[src/rtl/filter_line_ctrl_5x5_pkg.sv]
// Shared state encoding and line constants for the 5x5 filter line-memory controller.
package filter_line_ctrl_5x5_pkg;

    typedef enum logic [2:0] {
        StIdle,
        StActive,
        StGap,
        StFlush,
        StDone
    } line_state_e;

    localparam int unsigned FlushGapDefault = 8;

    localparam logic [3:0] LineOneHot0 = 4'b0001;
    localparam logic [3:0] LineOneHot1 = 4'b0010;
    localparam logic [3:0] LineOneHot2 = 4'b0100;
    localparam logic [3:0] LineOneHot3 = 4'b1000;

    function automatic logic [3:0] line_onehot(input logic [1:0] idx);
        logic [3:0] oh;
        unique case (idx)
            2'd0: oh = LineOneHot0;
            2'd1: oh = LineOneHot1;
            2'd2: oh = LineOneHot2;
            default: oh = LineOneHot3;
        endcase
        return oh;
    endfunction

endpackage

[src/rtl/filter_line_ctrl_5x5.sv]
// Line-memory sequencer for a 5x5 filter: tracks raster position, drives line-memory
// read/write strobes and flushes two trailing lines after the last input line.
module filter_line_ctrl_5x5
    import filter_line_ctrl_5x5_pkg::*;
#(
    parameter int unsigned MEM_ADDR_WIDTH = 11,
    parameter int unsigned FLUSH_GAP      = FlushGapDefault
) (
    input  logic                      clk,
    input  logic                      rstn,
    input  logic                      i_frame_start,
    input  logic                      i_de,
    input  logic [MEM_ADDR_WIDTH-1:0] i_hsize,
    input  logic [MEM_ADDR_WIDTH-1:0] i_vsize,
    output logic                      o_input_de,
    output logic                      o_mem_de,
    output logic                      o_mem_y_ren,
    output logic [MEM_ADDR_WIDTH-1:0] o_mem_waddr,
    output logic [MEM_ADDR_WIDTH-1:0] o_mem_raddr,
    output logic [3:0]                o_mem_y_wen,
    output logic [3:0]                o_aln_ln_y,
    output logic [3:0]                o_pad_ln_y,
    output logic [1:0]                o_mem_u_wen,
    output logic [1:0]                o_mem_u_ren,
    output logic [1:0]                o_mem_v_wen,
    output logic [1:0]                o_mem_v_ren,
    output logic                      o_busy,
    output logic                      o_frame_done
);
    localparam int unsigned AddrW = MEM_ADDR_WIDTH;
    // Line index runs to V+1 during the second flush line.
    localparam int unsigned LineW = MEM_ADDR_WIDTH + 1;
    localparam int unsigned GapW  = $clog2(FLUSH_GAP);

    line_state_e      r_state, w_state_nxt;
    logic [AddrW-1:0] r_hsize, r_vsize, w_hsize_nxt, w_vsize_nxt;
    logic [AddrW-1:0] r_col, w_col_nxt;
    logic [LineW-1:0] r_line, w_line_nxt;
    logic [GapW-1:0]  r_gap, w_gap_nxt;
    logic [3:0]       r_y_wen;
    logic [1:0]       r_uv_wen;
    logic [AddrW-1:0] r_waddr;

    logic             w_size_ok, w_start, w_accept, w_col_last;
    logic             w_read, w_flush, w_in_frame;
    logic [LineW-1:0] w_vsize_ext, w_row;
    logic [1:0]       w_wr_line;
    logic [AddrW-1:0] w_wr_col;

    assign w_size_ok   = (i_hsize >= AddrW'(3)) && (i_vsize >= AddrW'(4));
    assign w_start     = i_frame_start && w_size_ok;
    assign w_col_last  = (r_col == r_hsize - AddrW'(1));
    assign w_vsize_ext = {1'b0, r_vsize};
    // A pixel arriving with a frame start is pixel 0 of the new frame.
    assign w_accept    = i_de && (w_start || ((r_state == StActive) && !i_frame_start));
    assign w_wr_line   = i_frame_start ? 2'd0 : r_line[1:0];
    assign w_wr_col    = i_frame_start ? '0 : r_col;

    always_ff @(posedge clk or negedge rstn) begin
        if (!rstn) begin
            r_state  <= StIdle;
            r_hsize  <= '0;
            r_vsize  <= '0;
            r_col    <= '0;
            r_line   <= '0;
            r_gap    <= '0;
            r_y_wen  <= '0;
            r_uv_wen <= '0;
            r_waddr  <= '0;
        end else begin
            r_state  <= w_state_nxt;
            r_hsize  <= w_hsize_nxt;
            r_vsize  <= w_vsize_nxt;
            r_col    <= w_col_nxt;
            r_line   <= w_line_nxt;
            r_gap    <= w_gap_nxt;
            r_y_wen  <= w_accept ? line_onehot(w_wr_line) : 4'b0000;
            r_uv_wen <= w_accept ? {w_wr_line == 2'd2, w_wr_line == 2'd0} : 2'b00;
            r_waddr  <= w_accept ? w_wr_col : '0;
        end
    end

    always_comb begin
        w_state_nxt = r_state;
        w_hsize_nxt = r_hsize;
        w_vsize_nxt = r_vsize;
        w_col_nxt   = r_col;
        w_line_nxt  = r_line;
        w_gap_nxt   = r_gap;
        if (i_frame_start) begin
            if (w_size_ok) begin
                w_state_nxt = StActive;
                w_hsize_nxt = i_hsize;
                w_vsize_nxt = i_vsize;
                w_line_nxt  = '0;
                w_col_nxt   = i_de ? AddrW'(1) : '0;
                w_gap_nxt   = '0;
            end else if (r_state != StIdle) begin
                w_state_nxt = StIdle;
                w_line_nxt  = '0;
                w_col_nxt   = '0;
                w_gap_nxt   = '0;
            end
        end else begin
            unique case (r_state)
                StActive: begin
                    if (i_de) begin
                        if (w_col_last) begin
                            w_col_nxt  = '0;
                            w_line_nxt = r_line + LineW'(1);
                            if (r_line == w_vsize_ext - LineW'(1)) begin
                                w_state_nxt = StGap;
                                w_gap_nxt   = '0;
                            end
                        end else begin
                            w_col_nxt = r_col + AddrW'(1);
                        end
                    end
                end
                StGap: begin
                    if (r_gap == GapW'(FLUSH_GAP - 1)) begin
                        w_state_nxt = StFlush;
                        w_gap_nxt   = '0;
                    end else begin
                        w_gap_nxt = r_gap + GapW'(1);
                    end
                end
                StFlush: begin
                    if (w_col_last) begin
                        w_col_nxt   = '0;
                        w_line_nxt  = r_line + LineW'(1);
                        w_state_nxt = (r_line == w_vsize_ext) ? StGap : StDone;
                    end else begin
                        w_col_nxt = r_col + AddrW'(1);
                    end
                end
                StDone: begin
                    w_state_nxt = StIdle;
                    w_line_nxt  = '0;
                    w_col_nxt   = '0;
                end
                default: ;
            endcase
        end
    end

    always_comb begin
        w_in_frame   = (r_state == StActive) || (r_state == StGap) || (r_state == StFlush);
        w_read       = (r_state == StActive) && i_de && !i_frame_start && (r_line >= LineW'(2));
        w_flush      = (r_state == StFlush);
        w_row        = r_line - LineW'(2);
        o_input_de   = w_accept;
        o_mem_de     = w_read || w_flush;
        o_mem_y_ren  = w_read || w_flush;
        o_mem_u_ren  = {2{w_read}};
        o_mem_v_ren  = {2{w_read}};
        o_mem_raddr  = (w_read || w_flush) ? r_col : '0;
        o_aln_ln_y   = w_in_frame ? line_onehot(r_line[1:0]) : 4'b0000;
        o_pad_ln_y   = 4'b0000;
        // Output row r = n-2 selects the vertical padding case at the frame edges.
        if (w_in_frame && (r_line >= LineW'(2))) begin
            if (w_row == '0) begin
                o_pad_ln_y = 4'b0001;
            end else if (w_row == LineW'(1)) begin
                o_pad_ln_y = 4'b0010;
            end else if (w_row == w_vsize_ext - LineW'(2)) begin
                o_pad_ln_y = 4'b1000;
            end else if (w_row == w_vsize_ext - LineW'(1)) begin
                o_pad_ln_y = 4'b0100;
            end
        end
        o_mem_y_wen  = r_y_wen;
        o_mem_u_wen  = r_uv_wen;
        o_mem_v_wen  = r_uv_wen;
        o_mem_waddr  = r_waddr;
        o_busy       = (r_state != StIdle);
        o_frame_done = (r_state == StDone);
    end

endmodule
[config.mk]
export PLATFORM = sky130hd
export DESIGN_NAME = filter_line_ctrl_5x5
export DESIGN_NICKNAME = d
export VERILOG_FILES = /design/src/rtl/filter_line_ctrl_5x5_pkg.sv /design/src/rtl/filter_line_ctrl_5x5.sv
export SDC_FILE = /design/constraint.sdc
export NUM_CORES = 1
export LEC_CHECK = 0
export CAP_MARGIN = 5
export CORE_MARGIN = 10
export CORE_UTILIZATION = 29
export CTS_CLUSTER_DIAMETER = 50
export DETAILED_ROUTE_END_ITERATION = 16
export DONT_BUFFER_PORTS = 1
export HOLD_SLACK_MARGIN = 0.08
export PLACE_DENSITY = 0.44
export SLEW_MARGIN = 40
export SYNTH_ARGS = -nofsm -noshare
export SYNTH_HDL_FRONTEND = slang
export SYNTH_SLANG_ARGS = --single-unit
export TNS_END_PERCENT = 1
[constraint.sdc]
create_clock -name clk -period 3.5 [get_ports clk]
set_input_delay 0.525 -clock clk [delete_from_list [all_inputs] [get_ports clk]]
set_output_delay 0.525 -clock clk [all_outputs]
set_load 0.01 [all_outputs]
## Word-level counts from Yosys, hierarchy flattened

Cells that the tools add are included.

| cells by class | value |
|---|---|
| $add $sub $neg | 7 |
| multipliers | 0 |
| div/mod/pow operators | 0 |
| magnitude comparators | 3 |
| equality and inequality tests | 21 |
| shift-type cells | 0 |
| mux-type cells | 44 |
| bitwise operators | 0 |
| reductions and logical operators | 24 |

Operators with widths:

| cell | number |
|---|---|
| 2-to-1 mux 11 bit | 8 |
| 2-to-1 mux 12 bit | 5 |
| 2-to-1 mux 3 bit | 16 |
| equality test 12 bit | 3 |
| one-hot mux 12 bit (3 select lines) | 1 |
| one-hot mux 11 bit (3 select lines) | 1 |
| 2-to-1 mux 4 bit | 6 |
| one-hot mux 4 bit (3 select lines) | 2 |
| adder 12 x 1 -> 12 bit (second input constant) | 1 |
| equality test 12 x 1 -> 1 bit (second input constant) | 1 |
| equality test 12 x 11 -> 1 bit | 1 |
| greater-or-equal comparator 12 x 2 -> 1 bit (second input constant) | 1 |
| zero test 12 bit | 1 |
| inequality test 3 bit (second input constant) | 4 |
| one-hot mux 3 bit (4 select lines) | 1 |
| subtractor 11 x 1 -> 12 bit (second input constant) | 1 |
| subtractor 11 x 2 -> 12 bit (second input constant) | 1 |
| subtractor 12 x 2 -> 12 bit (second input constant) | 1 |
| adder 11 x 1 -> 11 bit (second input constant) | 1 |
| equality test 11 bit | 1 |
| greater-or-equal comparator 11 x 2 -> 1 bit (second input constant) | 1 |
| greater-or-equal comparator 11 x 3 -> 1 bit (second input constant) | 1 |
| subtractor 11 x 1 -> 11 bit (second input constant) | 1 |
| logical AND 1 bit | 8 |
| 21 further kinds | 31 |

| storage, ports and cells | value |
|---|---|
| bits in registers | 68 |
| bits in latches | 0 |
| bits in writable memories | 0 |
| ROM bits | 0 |
| word-level logic and storage cells | 108 |
| memories kept | 0 |

## Longest topological paths before layout

Gate-level depths: netlist of run 1.

| depth | value |
|---|---|
| word-level depth | 7 |
| depth in mapped cells | 13 |
| mapped depth without buffers | 10 |

## Worst setup path after synthesis of run 1

No wires, ideal clock.

| path | value |
|---|---|
| path type | reg2reg |
| start | register r_hsize[0] |
| end | register r_line[0] |
| arrival time | 2,946 ps |
| required time | 3,372 ps |
| path slack | 426 ps |
| stages on the path, launching flop included | 12 |
| path buffers | 2 |
| cell sequence | dfrtp_1 > buf_6 > inv_1 > ha_1 > clkbuf_1 > nor2b_1 > a31oi_1 > or4_1 > a2111oi_4 > nor2_2 > nor2_2 > mux2_1 |

| on the way | value |
|---|---|
| word-level cells in the longest chain between the ends | 6 |

RTL lines:

| item | line | source |
|---|---|---|
| from (decl) | filter_line_ctrl_5x5.sv:36 | `logic [AddrW-1:0] r_hsize, r_vsize, w_hsize_nxt, w_vsize_nxt;` |
| from (signal assigned) | filter_line_ctrl_5x5.sv:72 | `r_hsize <= w_hsize_nxt;` |
| subtractor 11 x 1 -> 11 bit * | filter_line_ctrl_5x5.sv:52 | `assign w_col_last = (r_col == r_hsize - AddrW'(1));` |
| equality test 11 bit * | filter_line_ctrl_5x5.sv:52 |  |
| 2-to-1 mux 12 bit * | -- |  |
| 2-to-1 mux 12 bit | -- |  |
| one-hot mux 12 bit (3 select lines) * | -- |  |
| 2-to-1 mux 12 bit * | -- |  |
| to (signal assigned) | filter_line_ctrl_5x5.sv:75 | `r_line <= w_line_nxt;` |
| to (decl) | filter_line_ctrl_5x5.sv:38 | `logic [LineW-1:0] r_line, w_line_nxt;` |

Every way passes the cells marked *; elsewhere a longest branch is shown, timed or not. The select of a mux whose other input is x is not followed.
A chain may end at the register's enable or synchronous reset.

## Worst setup path after layout of run 1

| path | value |
|---|---|
| start | register r_vsize[0] |
| end | output port o_pad_ln_y[2] |

| on the way | value |
|---|---|
| word-level cells in the longest chain between the ends | 7 |
| elaborated cells on any way between the ends | 9 |

RTL lines:

| item | line | source |
|---|---|---|
| from (decl) | filter_line_ctrl_5x5.sv:36 |  |
| from (signal assigned) | filter_line_ctrl_5x5.sv:73 | `r_vsize <= w_vsize_nxt;` |
| subtractor 11 x 1 -> 12 bit | filter_line_ctrl_5x5.sv:168 | `end else if (w_row == w_vsize_ext - LineW'(1)) begin` |
| equality test 12 bit | filter_line_ctrl_5x5.sv:168 |  |
| 2-to-1 mux 3 bit | filter_line_ctrl_5x5.sv:168 |  |
| 2-to-1 mux 4 bit * | filter_line_ctrl_5x5.sv:166 | `end else if (w_row == w_vsize_ext - LineW'(2)) begin` |
| 2-to-1 mux 4 bit * | filter_line_ctrl_5x5.sv:164 | `end else if (w_row == LineW'(1)) begin` |
| 2-to-1 mux 4 bit * | filter_line_ctrl_5x5.sv:162 | `if (w_row == '0) begin` |
| 2-to-1 mux 4 bit * | filter_line_ctrl_5x5.sv:161 | `if (w_in_frame && (r_line >= LineW'(2))) begin` |
| to (decl) | filter_line_ctrl_5x5.sv:22 | `output logic [3:0] o_pad_ln_y,` |

Every way passes the cells marked *; elsewhere a longest branch is shown, timed or not.

==> impl_results.md, run 1 <==
- Initial antenna violation count: 0
- Measured slew at the worst slew-check pin: 0.723 ns
- Crit-path slowest cell: or3b_2
- Layout cell share with drive strength beyond 1: 13.5%
- Main synth FF type: dfrtp_1
- Count leader, synth: dfrtp_1
- Setup_tns: 0 ns
- Combinational power share: 37.5%
- Placed Area: 0.00502 mm²
- Final hold vios: 0
- Top-area cell type share of the netlist area: 34.2%
- Post-synth ARST share: 100%
- Number of flops mapped to enable cells by yosys: 0
- Width of the die: 149 µm
- Setup violators final: 0
- Met3 WL: 763 µm
- Number of H-tree levels: 3
- CP cell instances: inv_1, ha_1, or3b_2, nand2b_1, mux2_2, mux2i_1, o22a_1, nor3_1, buf_4
- Clk_skew: 0.00604 ns
- IO Pins: 73
- Initial Utilization: 29.3%
- Reg clk slew, reported paths: 0.06 ns
- Core area: 0.0165 mm²
- IR drop worst, VDD: 0.192 mV
- Row count: 47
- Post-route antenna net violation count: 0
- Startpoint types: register
- PortBufs: 0
- Worst-Skew Late Latency: 0.34 ns
- Yosys warns: 0
- Critical Path AT: 2.73 ns
- Synth cell count leaders: dfrtp_1 (66), nor2_1 (49), nand2_1 (47)
- Achievable clock frequency: 307 MHz
- Sink Count: 66
- Area growth syn-to-layout: 11.6%
- Beginning of the critical path: r_vsize[0]
- Nets: 590
- Die area: 0.0222 mm²
- Metal2 WL: 6920 µm
- Reg-to-Reg End: r_line[0]
- Vias in the first global route: 4040
- Worst R2R Path Depth: 9
- Wire per inst: 18.2 µm
- Final min period: 3.26 ns
- Max-cap violations: 0
- Routed met1 length: 6180 µm
- Cts bufs inserted: 9
- Req. time, crit path: 2.97 ns
- Vias: 3985
- PD cells: 565 mW/mm²
- Area leader, netlist: dfrtp_1
- Initial DRC count: 216
- Placer Congestion: 0.868
- P_sw: 0.00118 W
- R2r setup slk: 0.28 ns
- Setup Fix Bufs, Post-CTS: 0
- Top Layer Used: met4
- Worst hold path type: in -> async
- Drt first pass iters: 4
- Cell Int Power: 0.00186 W
- CTS tree: built
- Longest Clk Path Bufs: 2
- Worst slew margin: 51.4%
- FF+latch area: 0.00165 mm²
- Synth cell types: 62
- Synthesized instance count: 564
- Drt drc: 0
- Final Max Slew Viols: 0
- Top cells by area, synth: dfrtp_1 (34%), xnor2_1 (6.4%), mux2_2 (4.7%)
- Static Leakage: 2.22 nW
- First-pass GRT wire length: 22800 µm
- Synthesis-stage register bit count: 66
- Critical path fanouts, max: 7
- Crit path largest cell delay: 0.54 ns
- Layout fillers: 1765
- Cell Area, Synth: 0.00483 mm²
- Final period utilization: 93.1%
- Status: complete, no violations
- Chip height: 149 µm
- Final Cell Area: 0.00539 mm²
- # diodes: 0
- RSZ-0062 raised after global routing: false
- Reg power frac: 33.2%
- Seq/Total Area, Yosys: 34.2%
- Total track usage: 12.8%
- Largest net degree at the start of global routing: 67
- Final HPWL DP: 10900 µm
- Multi-input gate area: 0.00290 mm²
- Syn_area_per_cell: 8.56 µm²
- Vias per cell: 5.14
- WL final: 14100 µm
- Clock network fraction of total power: 29.3%
- Syn nets: 603
- Crit. End Element: primary output
- Crit path kind: reg -> out
- Grt total ovfl: 0
- Sw Ratio: 38.7%
- Root Buffer: clkbuf_16
- RR Startpoint: r_hsize[0]
## worst max-delay path, delay by kind of cell (launching register included)
family / cells / cell delay, ns
compound gates: 1 / 0.21
fa+ha+maj: 1 / 0.20
buf+inv: 2 / 0.28
flops: 1 / 0.41
mux: 2 / 0.35
simple gates: 3 / 0.95
## cell families after synthesis
logic type,count (synthesis),synth area share (%)
adders and majority gates,13,3.37
xor gates and xnor gates,60,10.9
DFF,66,34.2
and+or+nand+nor,244,26.5
buffers and inverters,70,6.76
muxes,26,5.94
AOI/OAI and AO/OA,85,12.3
## layout make-up
type                    count  area share (%)
multi-input cells         428            53.8
flip-flops and latches     66            30.7
well taps                 220            5.11
clock buffers              12            4.58
repair buffers             22            3.44
inverters                  24            1.67
clock inverters             3           0.743
## how the worst max path moves through the flow
stage / to / slack (ns) / depth (start not counted)
after floorplan: r_line[0] / 0.43 / 11
after global placement: o_pad_ln_y[3] / 0.34 / 9
after detailed placement: r_line[0] / 0.30 / 9
after CTS: o_pad_ln_y[3] / 0.002 / 9
after global routing: o_pad_ln_y[2] / 0.01 / 11
final: o_pad_ln_y[2] / 0.24 / 9
## registers in the layout, indices dropped and copies added, names as in the netlist
name / flops
r_line: 12
o_mem_y_wen: 2
r_state: 3
o_mem_u_wen: 2
r_col: 11
r_vsize: 11
r_gap: 3
r_hsize: 11
o_mem_waddr: 11
## what timing repair did
action / 4_1_cts / 5_1_grt
resized for setup: 0 / 8
endpoints found under the setup margin: 0 / 3
hold endpoints to repair: 66 / 0
hold buffers: 1 / 0
## layout by cell type (no fill, tap or decap), types with 12 or more instances in the layout
cell / instances
buf_4: 21
nor2b_1: 16
ha_1: 12
dfrtp_1: 66
o21ai_0: 22
xnor2_1: 33
mux2_2: 20
nor3_1: 24
inv_1: 24
nand2_1: 47
and3_1: 15
nor2_1: 49
xor2_1: 25
a21oi_1: 15
nand3_1: 22
## metrics by stage
stage | hold slack [ns] | instances | total power [W] | setup slack (ns) | util (%)
3_5_place_dp | 0.237 | 759 | 0.00212 | 0.297 | 30.5
2_1_floorplan | 0.229 | 564 | 0.00182 | 0.426 | -
3_3_place_gp | 0.236 | 759 | 0.00211 | 0.345 | 30.5
4_1_cts | 0.0842 | 775 | 0.00305 | 0.00216 | 32.4
6_report | 0.0685 | 775 | 0.00304 | 0.243 | 32.7
5_1_grt | 0.0849 | 775 | 0.00326 | 0.0143 | 32.7
## power by group through the flow
stage          registers (W)  clock network [W]  logic, W
2_1_floorplan       0.000925                  0  0.000899
3_3_place_gp         0.00102                  0   0.00109
3_5_place_dp         0.00102                  0   0.00110
4_1_cts              0.00101           0.000915   0.00112
5_1_grt              0.00103           0.000953   0.00128
6_report             0.00101           0.000893   0.00114
## per-layer routing
layer  GRT usage (%)  vias up
met5               0        -
met4            4.22        0
met3            3.88       19
met2            21.4       91
met1            15.5     1932
li1                -     1943
Power figures use the tool's default switching activity.
==> inputs of run 2 (changes only) <==
--- a/config.mk
+++ b/config.mk
@@ -17,4 +17,4 @@
 export SYNTH_ARGS = -nofsm -noshare
 export SYNTH_HDL_FRONTEND = slang
 export SYNTH_SLANG_ARGS = --single-unit
-export TNS_END_PERCENT = 1
+export TNS_END_PERCENT = 5
==> results of run 2 <==
Same layout as run 1: the final DEF is identical, and so are final timing and power.
==> inputs of run 3 (changes only) <==
--- a/config.mk
+++ b/config.mk
@@ -12,7 +12,8 @@
 export DETAILED_ROUTE_END_ITERATION = 16
 export DONT_BUFFER_PORTS = 1
 export HOLD_SLACK_MARGIN = 0.08
-export PLACE_DENSITY = 0.44
+export PLACE_DENSITY_LB_ADDON = 0.12
+export SKIP_LAST_GASP = 1
 export SLEW_MARGIN = 40
 export SYNTH_ARGS = -nofsm -noshare
 export SYNTH_HDL_FRONTEND = slang
==> impl_results.md, run 3 (same netlist as run 1, synthesis figures left out) <==
- Req. time, crit path: 2.97 ns
- Vias in the first global route: 4051
- Width of the die: 149 µm
- Post-route antenna net violation count: 0
- Reg clk slew, reported paths: 0.06 ns
- CTS tree: built
- Chip height: 149 µm
- R2r setup slk: 0.24 ns
- Sink Count: 66
- Worst hold path type: in -> async
- Crit. End Element: primary output
- Final period utilization: 95.5%
- CP cell instances: inv_1, ha_2, nand2_1, xnor2_1, nor4b_2, a21oi_1, nor4_2, nand4_1, nor3_1, buf_4
- Reg-to-Reg End: r_line[0]
- Crit path largest cell delay: 0.37 ns
- Wire per inst: 18.8 µm
- Total Power: 0.00315 W
- DP Cell Count: 762
- Drt drc: 0
- Die area: 0.0222 mm²
- Layout fillers: 1748
- IR drop worst, VDD: 0.221 mV
- Critical path fanouts, max: 5
- WL final: 14700 µm
- Row count: 47
- Total track usage: 13.4%
- Status: complete, no violations
- RR Startpoint: r_hsize[0]
- Initial Utilization: 29.3%
- Startpoint types: register
- Initial antenna violation count: 0
- CP delay by family, top: simple AND/OR/NAND/NOR gates
- Root Buffer: clkbuf_16
- Worst slew margin: 55.2%
- Worst R2R Path Depth: 9
- Cts bufs inserted: 9
- Vias: 3976
- Final min period: 3.34 ns
- Dpl ws: 0.279 ns
- Measured slew at the worst slew-check pin: 0.667 ns
- Reg with most FFs: r_line
- Drt first pass iters: 4
- Worst path bufs/invs: 2
- Layout cell share with drive strength beyond 1: 14.7%
- Clk_skew: 0.00501 ns
- Area growth syn-to-layout: 12.8%
- PortBufs: 0
- Achievable clock frequency: 299 MHz
- Critical Path AT: 2.82 ns
- Placer Congestion: 0.848
- Grt total ovfl: 0
- RSZ-0062 raised after global routing: true
- First-pass GRT wire length: 23500 µm
- Final hold vios: 0
- Longest Clk Path Bufs: 2
- Crit path kind: reg -> out
- Static Leakage: 2.24 nW
- Number of H-tree levels: 3
- Most common cell after layout, fill and taps aside: dfrtp_1
- Crit-path slowest cell: dfrtp_1
- Final Max Slew Viols: 0
- Worst-Skew Late Latency: 0.34 ns
- Largest net degree at the start of global routing: 67
- # diodes: 0
- Final std cells w/o fill: 779
- Initial DRC count: 181
- Setup violators final: 0
- Final HPWL DP: 11300 µm
- Max-cap violations: 0
- Nets: 593
- IO Pins: 73
- PD cells: 578 mW/mm²
- Fin util: 33.1%
- Largest register FFs: 12
- Setup Fix Bufs, Post-CTS: 0
- Setup_tns: 0 ns
- Commonest non-fill, non-tap cells in the layout: dfrtp_1 (66), nor2_1 (48), nand2_1 (47), xnor2_1 (34), xor2_1 (25)
- Vias per cell: 5.10
- Final WS setup: 0.159 ns
- Core area: 0.0165 mm²
[run 3: worst max path at each step]
stage / to / cells after the start / slack, ns / start
detailed placement: r_line[0] / 9 / 0.28 / r_hsize[0]
global route: o_pad_ln_y[3] / 10 / -0.01 / r_line[1]
floorplan: r_line[0] / 11 / 0.43 / r_hsize[0]
CTS: o_pad_ln_y[2] / 10 / 0.02 / r_line[1]
global placement: o_pad_ln_y[3] / 9 / 0.37 / r_line[1]
finish: o_pad_ln_y[2] / 10 / 0.16 / r_line[1]
[run 3: report_power, final]
| group | switching (W) | leakage (nW) | internal, W |
|---|---|---|---|
| sequential | 0.000145 | 0.862 | 0.000844 |
| clock | 0.000355 | 0.151 | 0.000622 |
| combinational | 0.000719 | 1.23 | 0.000463 |
| total | 0.00122 | 2.24 | 0.00193 |
[run 3: stage by stage]
step                      hold WS (ns)  cell area [µm²]
after floorplan                  0.229             4830
after global placement           0.236             5050
after detailed placement         0.236             5050
after CTS                       0.0829             5400
after global routing            0.0854             5440
final                           0.0624             5440
[run 3: final cells by class]
cell class                      count  area, µm²  area share (%)
Sequential cell                    66       1650            30.3
Clock buffer                        9        225            4.14
Multi-Input combinational cell    428       2900            53.3
Clock inverter                      7       93.8            1.72
Tap cell                          220        275            5.06
Timing Repair Buffer               25        208            3.82
Inverter                           24       90.1            1.66
[run 3: routing by layer]
metal	GRT usage, %	wire, µm
met3	3.70	760
met2	22.9	7510
met4	4.56	180
met1	15.9	6200
met5	0	0
[run 3: timing repair]
action,in CTS,in global routing
setup endpoints to repair,2,3
hold buffers,1,0
cloned,0,0
hold endpoints to repair,66,0
gates resized for setup,2,7
[run 3: worst register-to-register path, delay by kind of cell, from the launching register on]
family | cells | cell delay (ns)
buf+inv | 1 | 0.09
mux | 1 | 0.36
fa+ha+maj | 1 | 0.34
simple gates | 4 | 1.39
flops | 1 | 0.46
compound gates | 2 | 0.50
